File: src/rtl/prog_loader.sv
// Boot-time program loader: takes a byte stream (32-bit LE word count, then LE words),
// writes each word into instruction memory and holds the CPU in reset until the image is in.
module prog_loader #(
    parameter int ADDR_W = 10
) (
    input  logic              clk,
    input  logic              rst,
    input  logic              in_valid,
    input  logic [7:0]        in_data,
    output logic              in_ready,
    input  logic              reload,
    output logic              im_we,
    output logic [ADDR_W-1:0] im_addr,
    output logic [31:0]       im_wdata,
    output logic              cpu_rst,
    output logic              done,
    output logic              err,
    output logic [2:0]        dbg_state
);

    // Stream handshake: a byte moves on a rising edge where in_valid && in_ready.
    // in_ready is registered and depends only on state, so a source may hold a byte
    // across WRITE and it is taken on the first DATA cycle.

    typedef enum logic [2:0] {
        HDR   = 3'd0,
        DATA  = 3'd1,
        WRITE = 3'd2,
        DONE  = 3'd3,
        ERR   = 3'd4
    } state_t;

    localparam logic [31:0] CAP = 32'd1 << ADDR_W;

    state_t          state;
    logic [1:0]      byte_cnt;
    logic [31:0]     hdr;
    logic [31:0]     word;
    logic [ADDR_W:0] word_cnt;
    logic [ADDR_W:0] n_words;

    logic [31:0]     hdr_next;
    logic [31:0]     word_next;
    logic [ADDR_W:0] word_cnt_inc;

    // Little-endian assembly: each new byte enters at the top and shifts down.
    assign hdr_next     = {in_data, hdr[31:8]};
    assign word_next    = {in_data, word[31:8]};
    assign word_cnt_inc = word_cnt + {{ADDR_W{1'b0}}, 1'b1};
    assign dbg_state    = state;

    always_ff @(posedge clk or posedge rst) begin
        if (rst) begin
            state    <= HDR;
            byte_cnt <= 2'd0;
            hdr      <= 32'd0;
            word     <= 32'd0;
            word_cnt <= '0;
            n_words  <= '0;
            in_ready <= 1'b1;
            im_we    <= 1'b0;
            im_addr  <= '0;
            im_wdata <= 32'd0;
            cpu_rst  <= 1'b1;
            done     <= 1'b0;
            err      <= 1'b0;
        end else begin
            im_we <= 1'b0;
            case (state)
                HDR: begin
                    if (in_valid) begin
                        hdr      <= hdr_next;
                        byte_cnt <= byte_cnt + 2'd1;
                        if (byte_cnt == 2'd3) begin
                            if (hdr_next == 32'd0) begin
                                state    <= DONE;
                                in_ready <= 1'b0;
                                done     <= 1'b1;
                                cpu_rst  <= 1'b0;
                            end else if (hdr_next > CAP) begin
                                state    <= ERR;
                                in_ready <= 1'b0;
                                err      <= 1'b1;
                            end else begin
                                state    <= DATA;
                                word_cnt <= '0;
                                n_words  <= hdr_next[ADDR_W:0];
                            end
                        end
                    end
                end
                DATA: begin
                    if (in_valid) begin
                        word     <= word_next;
                        byte_cnt <= byte_cnt + 2'd1;
                        if (byte_cnt == 2'd3) begin
                            state    <= WRITE;
                            in_ready <= 1'b0;
                            im_we    <= 1'b1;
                            im_addr  <= word_cnt[ADDR_W-1:0];
                            im_wdata <= word_next;
                        end
                    end
                end
                WRITE: begin
                    word_cnt <= word_cnt_inc;
                    if (word_cnt_inc == n_words) begin
                        state   <= DONE;
                        done    <= 1'b1;
                        cpu_rst <= 1'b0;
                    end else begin
                        state    <= DATA;
                        in_ready <= 1'b1;
                    end
                end
                DONE, ERR: begin
                    if (reload) begin
                        state    <= HDR;
                        byte_cnt <= 2'd0;
                        hdr      <= 32'd0;
                        word     <= 32'd0;
                        word_cnt <= '0;
                        n_words  <= '0;
                        in_ready <= 1'b1;
                        cpu_rst  <= 1'b1;
                        done     <= 1'b0;
                        err      <= 1'b0;
                    end
                end
                default: begin
                    state    <= HDR;
                    byte_cnt <= 2'd0;
                    in_ready <= 1'b1;
                    cpu_rst  <= 1'b1;
                    done     <= 1'b0;
                    err      <= 1'b0;
                end
            endcase
        end
    end

endmodule
File: config.mk
export PLATFORM = sky130hd
export DESIGN_NAME = prog_loader
export DESIGN_NICKNAME = d
export VERILOG_FILES = /design/src/rtl/prog_loader.sv
export SDC_FILE = /design/constraint.sdc
export NUM_CORES = 1
export LEC_CHECK = 0
export CORE_MARGIN = 4
export CORE_UTILIZATION = 40
export CTS_CLUSTER_SIZE = 28
export DETAILED_ROUTE_END_ITERATION = 8
export PLACE_DENSITY = 0.65
export SYNTH_ARGS = -nofsm -noshare
export SYNTH_HDL_FRONTEND = slang
export SYNTH_SLANG_ARGS = --single-unit
File: constraint.sdc
create_clock -name clk -period 5.1 [get_ports clk]
set_input_delay 1.53 -clock clk [delete_from_list [all_inputs] [get_ports clk]]
set_output_delay 1.53 -clock clk [all_outputs]
set_load 0.01 [all_outputs]
* Word level (Yosys, flattened, before mapping)
Cells that the tools add are included.
** Word-level totals
- Bits in read-only memories :: 0
- Register bits :: 138
- Input port bits :: 12
- Latch bits :: 0
- Memories :: 0
- Bits in writable memories :: 0
- Word-level logic and storage cells :: 112
** Operators by class
- Shift operators :: 0
- Mux-type cells :: 56
- $lt $le $gt $ge :: 1
- Reduce and logical (&&, ||, !) cells :: 18
- Bitwise operators :: 3
- Divide/modulo/power cells :: 0
- Multipliers :: 0
- $add $sub $neg :: 2
- Eq/ne operators :: 19
** Operator list (number)
- one-hot mux 32 bit (2 select lines) :: 2
- two-way mux 11 bit :: 9
- two-way mux 32 bit :: 3
- one-hot mux 11 bit (3 select lines) :: 1
- greater-than comparator 32 x 11 -> 1 bit (second input constant) :: 1
- logical NOT 32 bit :: 1
- two-way mux 1 bit :: 24
- AND reduction 6 bit :: 4
- inequality test 2 bit (second input constant) :: 11
- one-hot mux 11 bit (2 select lines) :: 1
- two-way mux 3 bit :: 7
- one-hot mux 1 bit (4 select lines) :: 3
- one-hot mux 3 bit (4 select lines) :: 1
- AND reduction 3 bit :: 4
- adder 11 x 1 -> 11 bit (second input constant) :: 1
- equality test 11 bit :: 1
- AND reduction 7 bit :: 1
- equality test 3 x 2 -> 1 bit (second input constant) :: 2
- two-way mux 2 bit :: 3
- one-hot mux 2 bit (3 select lines) :: 1
- OR reduction 2 bit :: 3
- AND reduction 5 bit :: 1
- nonzero test 2 bit :: 2
- equality test 3 x 1 -> 1 bit (second input constant) :: 1
- 9 further kinds :: 11

* Depth between registers and ports, before layout
- Word-level depth :: 6
- Mapped depth :: 9
- Depth with buffers taken out :: 7

* Least setup slack after synthesis
Ideal clock, no wire load.
- Path kind :: input to register
- Start point :: input port reload
- End point :: register word_cnt[3]
- Slack :: 2.055 ns
- Cell stages on the path :: 8
- Library setup time :: 0.095 ns
- Data required time :: 5.005 ns
- Path buffers :: 2
- Arrival :: 2.949 ns
- Cell sequence :: clkbuf_1 or3b_2 nor2_1 nor2_1 a41oi_1 clkbuf_1 o21ai_0 o31ai_1
** Between the ends
- Cells in the longest elaborated chain, start to end :: 2
** RTL lines
- start, declared :: line 11 : input logic reload,
- inequality test 2 bit (no source line)
- AND reduction 6 bit (no source line)
- end signal, assigned :: line 106 : word_cnt <= word_cnt_inc;
- end, declared :: line 39 : logic [ADDR_W:0] word_cnt;
No other way between the ends.
A chain may end at the register's enable or synchronous reset.

* Worst setup path after layout
- Start point :: input port reload
- End point :: register word_cnt[5]
The elaborated chain is that of the path after synthesis.

==> Implementation_results.wiki <==
{| class="wikitable"
! Metric !! Value
|-
| Total of max-cap violations || 0
|-
| Cell area after synthesis || 5430 um2
|-
| Detailed Route WL || around 11000 um
|-
| CTS tree || done
|-
| Largest stage delay on the critical path || between 0.7 and 0.8 ns
|-
| Synthesized-area fraction occupied by ao, oa, aoi and oai cells || 0.112
|-
| Worst hold margin || 0.480 ns
|-
| Maximum clock frequency || between 200 and 300 MHz
|-
| Top post-synthesis cells by count || 131 x nand2_1, 120 x dfrtp_1, 65 x o21ai_0
|-
| Clock skew || 0.0147 ns
|-
| Cell breakdown of the critical path || clkdlybuf4s50_1 -> or3b_2 -> nor2_1 -> nor2_1 -> a41oi_1 -> o21ai_0 -> o31ai_1
|-
| Initial standard-cell utilization of the core || 0.410
|-
| Global placement routability congestion || 0.828
|-
| Xor and xnor fraction of the mapped netlist area || 0.0194
|-
| Library cell with the largest summed area after synthesis || dfrtp_1
|-
| Number of buffers between clock root and the deepest sink || 2
|-
| Port Buffers || 61
|-
| Resized cells post-CTS || 0
|-
| Instance count of the mapped netlist || 543
|-
| Kind of cell adding the most delay to the critical path || compound AO/OA/AOI/OAI gates
|-
| Arr. time, crit path || between 3 and 4 ns
|-
| CP Capture Type || flop
|-
| Worst vdd ir || about 0.28 mV
|-
| Critical path's slowest cell || a41oi_1
|-
| Detail Route Antenna Nets || 0
|-
| Number of CTS-inserted buffers || 17
|-
| Initial antenna violation count || 0
|-
| Power density normalized to cell area || 491 nW/um2
|-
| Share of Yosys cell area claimed by the top area cell type || 0.553
|-
| Post-Syn Nets || about 560
|-
| Final worst path period share || 0.712
|-
| Site Rows || between 40 and 50
|-
| Commonest register cell after synthesis || dfrtp_1
|-
| Pins Over Slew Limit || 0
|-
| Worst-path clk slew || around 0.050 ns
|-
| Required time worst endpoint || 5.41 ns
|-
| DRC viols || 0
|-
| Max-Slew Margin vs Limit || 0.299
|-
| Post-CTS Repair Setup Buffers || 0
|-
| Final layout net count || 606
|-
| Kind of path behind the tightest hold check || flop to flop
|-
| Type of the worst setup path || input pin to flop
|-
| Post-synthesis share of cell area spent on and, or, nand and nor gates || 0.183
|-
| Kind of start point of the critical path || input pin
|-
| Transition time at the pin with the least slew margin || 1.05 ns
|-
| Via-per-instance ratio || 5.17
|-
| Setup repair after global routing missed its margin || false
|-
| Adder-cell area share of the yosys netlist || 0.00461
|-
| H-tree level count || 4
|-
| Core area || roughly 13000 um2
|-
| Worst path most repeated cell || nor2_1
|-
| Number of endpoints with negative hold slack in the final report || 0
|-
| Layout overhead on the synthesized area || 24.7%
|-
| Number of detailed-routing iterations run before antenna repair || 4
|-
| Die Footprint || 15500 um2
|-
| Sequential element share of the synthesized area || 0.563
|-
| Count of boundary I/O pins || 62
|-
| Number of setup violations in the final report || 0
|-
| Tmin final || 3.63 ns
|-
| Die Wd || 125 um
|-
| Post-Route Setup TNS || 0 ns
|-
| Yosys warning total || 0
|-
| Count of buffering cells on the critical path with inverters included || 1
|-
| Largest net degree at the start of global routing || 76
|-
| Grt ovf || 0
|-
| Post-DR wirelength/cell || 14.5 um
|-
| Post-detail-place hpwl || ~7800 um
|-
| Top post-synthesis cells by area || dfrtp_1 55%, nand2_1 9.1%, mux2_2 8.7%
|-
| Post-synth EDFFs || 0
|-
| Synth Register Bits || approximately 120
|-
| Overall routing resource usage || 0.156
|-
| Vias after detailed routing || 4034
|-
| Number of global-route vias before repair || 3945
|-
| Drt first-iter violations || 264
|-
| Static power due to leakage || 3.04 nW
|-
| Share of synthesized flip-flops with an asynchronous set or reset || 1.00
|-
| Antenna diodes || 0
|-
| Vertical extent of the die || 125 um
|-
| Per-instance average area after synthesis || 10.0 um2
|-
| Buffer type at the clock tree root || clkbuf_16
|-
| Library cell with the highest instance count after synthesis || nand2_1
|-
| Hold-fix buffer count after cts || 0
|-
| CTS Sinks || about 120
|-
| Critical path fanouts, max || 11
|-
| Cell variety after synth || 52
|-
| Global-route wire length before repair || 19900 um
|-
| Latest clock arrival within the worst-skew pair || 0.42 ns
|-
| Status || finished, final reports clean
|-
| Fraction of layout instances using a drive strength above 1 || 0.144
|-
| Multiplexer share of the synthesized area || 0.0890
|-
| Main combinational cell family by area after synthesis || simple AND/OR/NAND/NOR gates
|}
-- cell usage in the layout (no fill, tap or decap), drive strengths merged, types with 8 or more instances in the layout --
cell and n:
xnor2 8, nand3 18, nor4 10, a21oi 14
clkdlybuf4s50 61, inv 8, nor2 26, nand2 131
clkbuf 20, mux2 42, o21ai 65, dfrtp 120
-- registers in the layout, summed over array words and instances (netlist names) --
name / cells
im_addr: 10
hdr: 24
dbg_state: 3
cpu_rst: 1
word: 24
in_ready: 1
byte_cnt: 2
word_cnt: 11
n_words: 11
err: 1
im_wdata: 32
done: 1
im_we: 1
-- report_power, final --
group,internal [mW],switching (mW),leakage (nW)
logic,0.330,0.434,1.12
registers,1.19,0.189,1.64
clock network,0.737,0.437,0.282
-- worst register-to-register path, stage by stage (launching register included) --
cell and delay, ns:
dfrtp_1 0.73, nor2_1 0.17, a21oi_2 0.54, buf_4 0.41, o21ai_0 0.26, nor2_1 0.19, nor2b_1 0.06, o22a_1 0.19
-- area by class of cell --
cell class	count	area [um2]
flip-flops and latches	122	3060
inverters	5	21.3
clock inverters	12	141
multi-input cells	382	2240
repair buffers	64	646
clock buffers	20	447
well taps	176	220
fillers	1194	6470
-- logic make-up (layout without fill, tap and decap cells) --
family / Yosys count / count (layout)
compound gates: 106 / 106
xor+xnor: 12 / 12
fa+ha+maj: 2 / 2
flops: 122 / 122
simple gates: 219 / 219
buf+inv: 39 / 101
mux: 43 / 43
-- layer usage --
| layer | track usage | vias up | share of wire |
|---|---|---|---|
| met2 | 0.243 | 72 | 0.48 |
| met1 | 0.207 | 1959 | 0.47 |
| met5 | 0 | - | 0 |
| met4 | 0.0619 | 0 | 0.016 |
| met3 | 0.0433 | 13 | 0.038 |
| li1 | - | 1990 | - |
-- stage by stage --
| step | util | instance area, um2 | setup slack, ns | std cells | total power, mW |
|---|---|---|---|---|---|
| 3_3_place_gp | 0.467 | 6180 | 1.28 | 749 | 2.14 |
| 5_1_grt | 0.511 | 6770 | 1.26 | 781 | 3.54 |
| 3_5_place_dp | 0.467 | 6180 | 1.18 | 749 | 2.17 |
| 6_report | 0.511 | 6770 | 1.47 | 781 | 3.32 |
| 2_1_floorplan | - | 5430 | 0.331 | 543 | 1.86 |
| 4_1_cts | 0.511 | 6770 | 1.54 | 781 | 3.35 |
-- worst paths after layout --
kind	endpoint	slack, ns	cells past startpoint	start
worst min register to register	byte_cnt[0]$_DFFE_PP0P_	0.48	1	byte_cnt[0]$_DFFE_PP0P_
min in group asynchronous	im_wdata[3]$_DFFE_PP0P_	1.67	2	rst
worst min-delay path	byte_cnt[0]$_DFFE_PP0P_	0.48	1	byte_cnt[0]$_DFFE_PP0P_
worst max register to register	err$_DFFE_PP0P_	2.42	7	dbg_state[1]$_DFFE_PP0P_
max in group asynchronous	cpu_rst$_DFFE_PP1P_	2.59	3	rst
worst max-delay path	word_cnt[5]$_DFFE_PP0P_	1.47	7	reload
(Power assumes the default switching activity.)
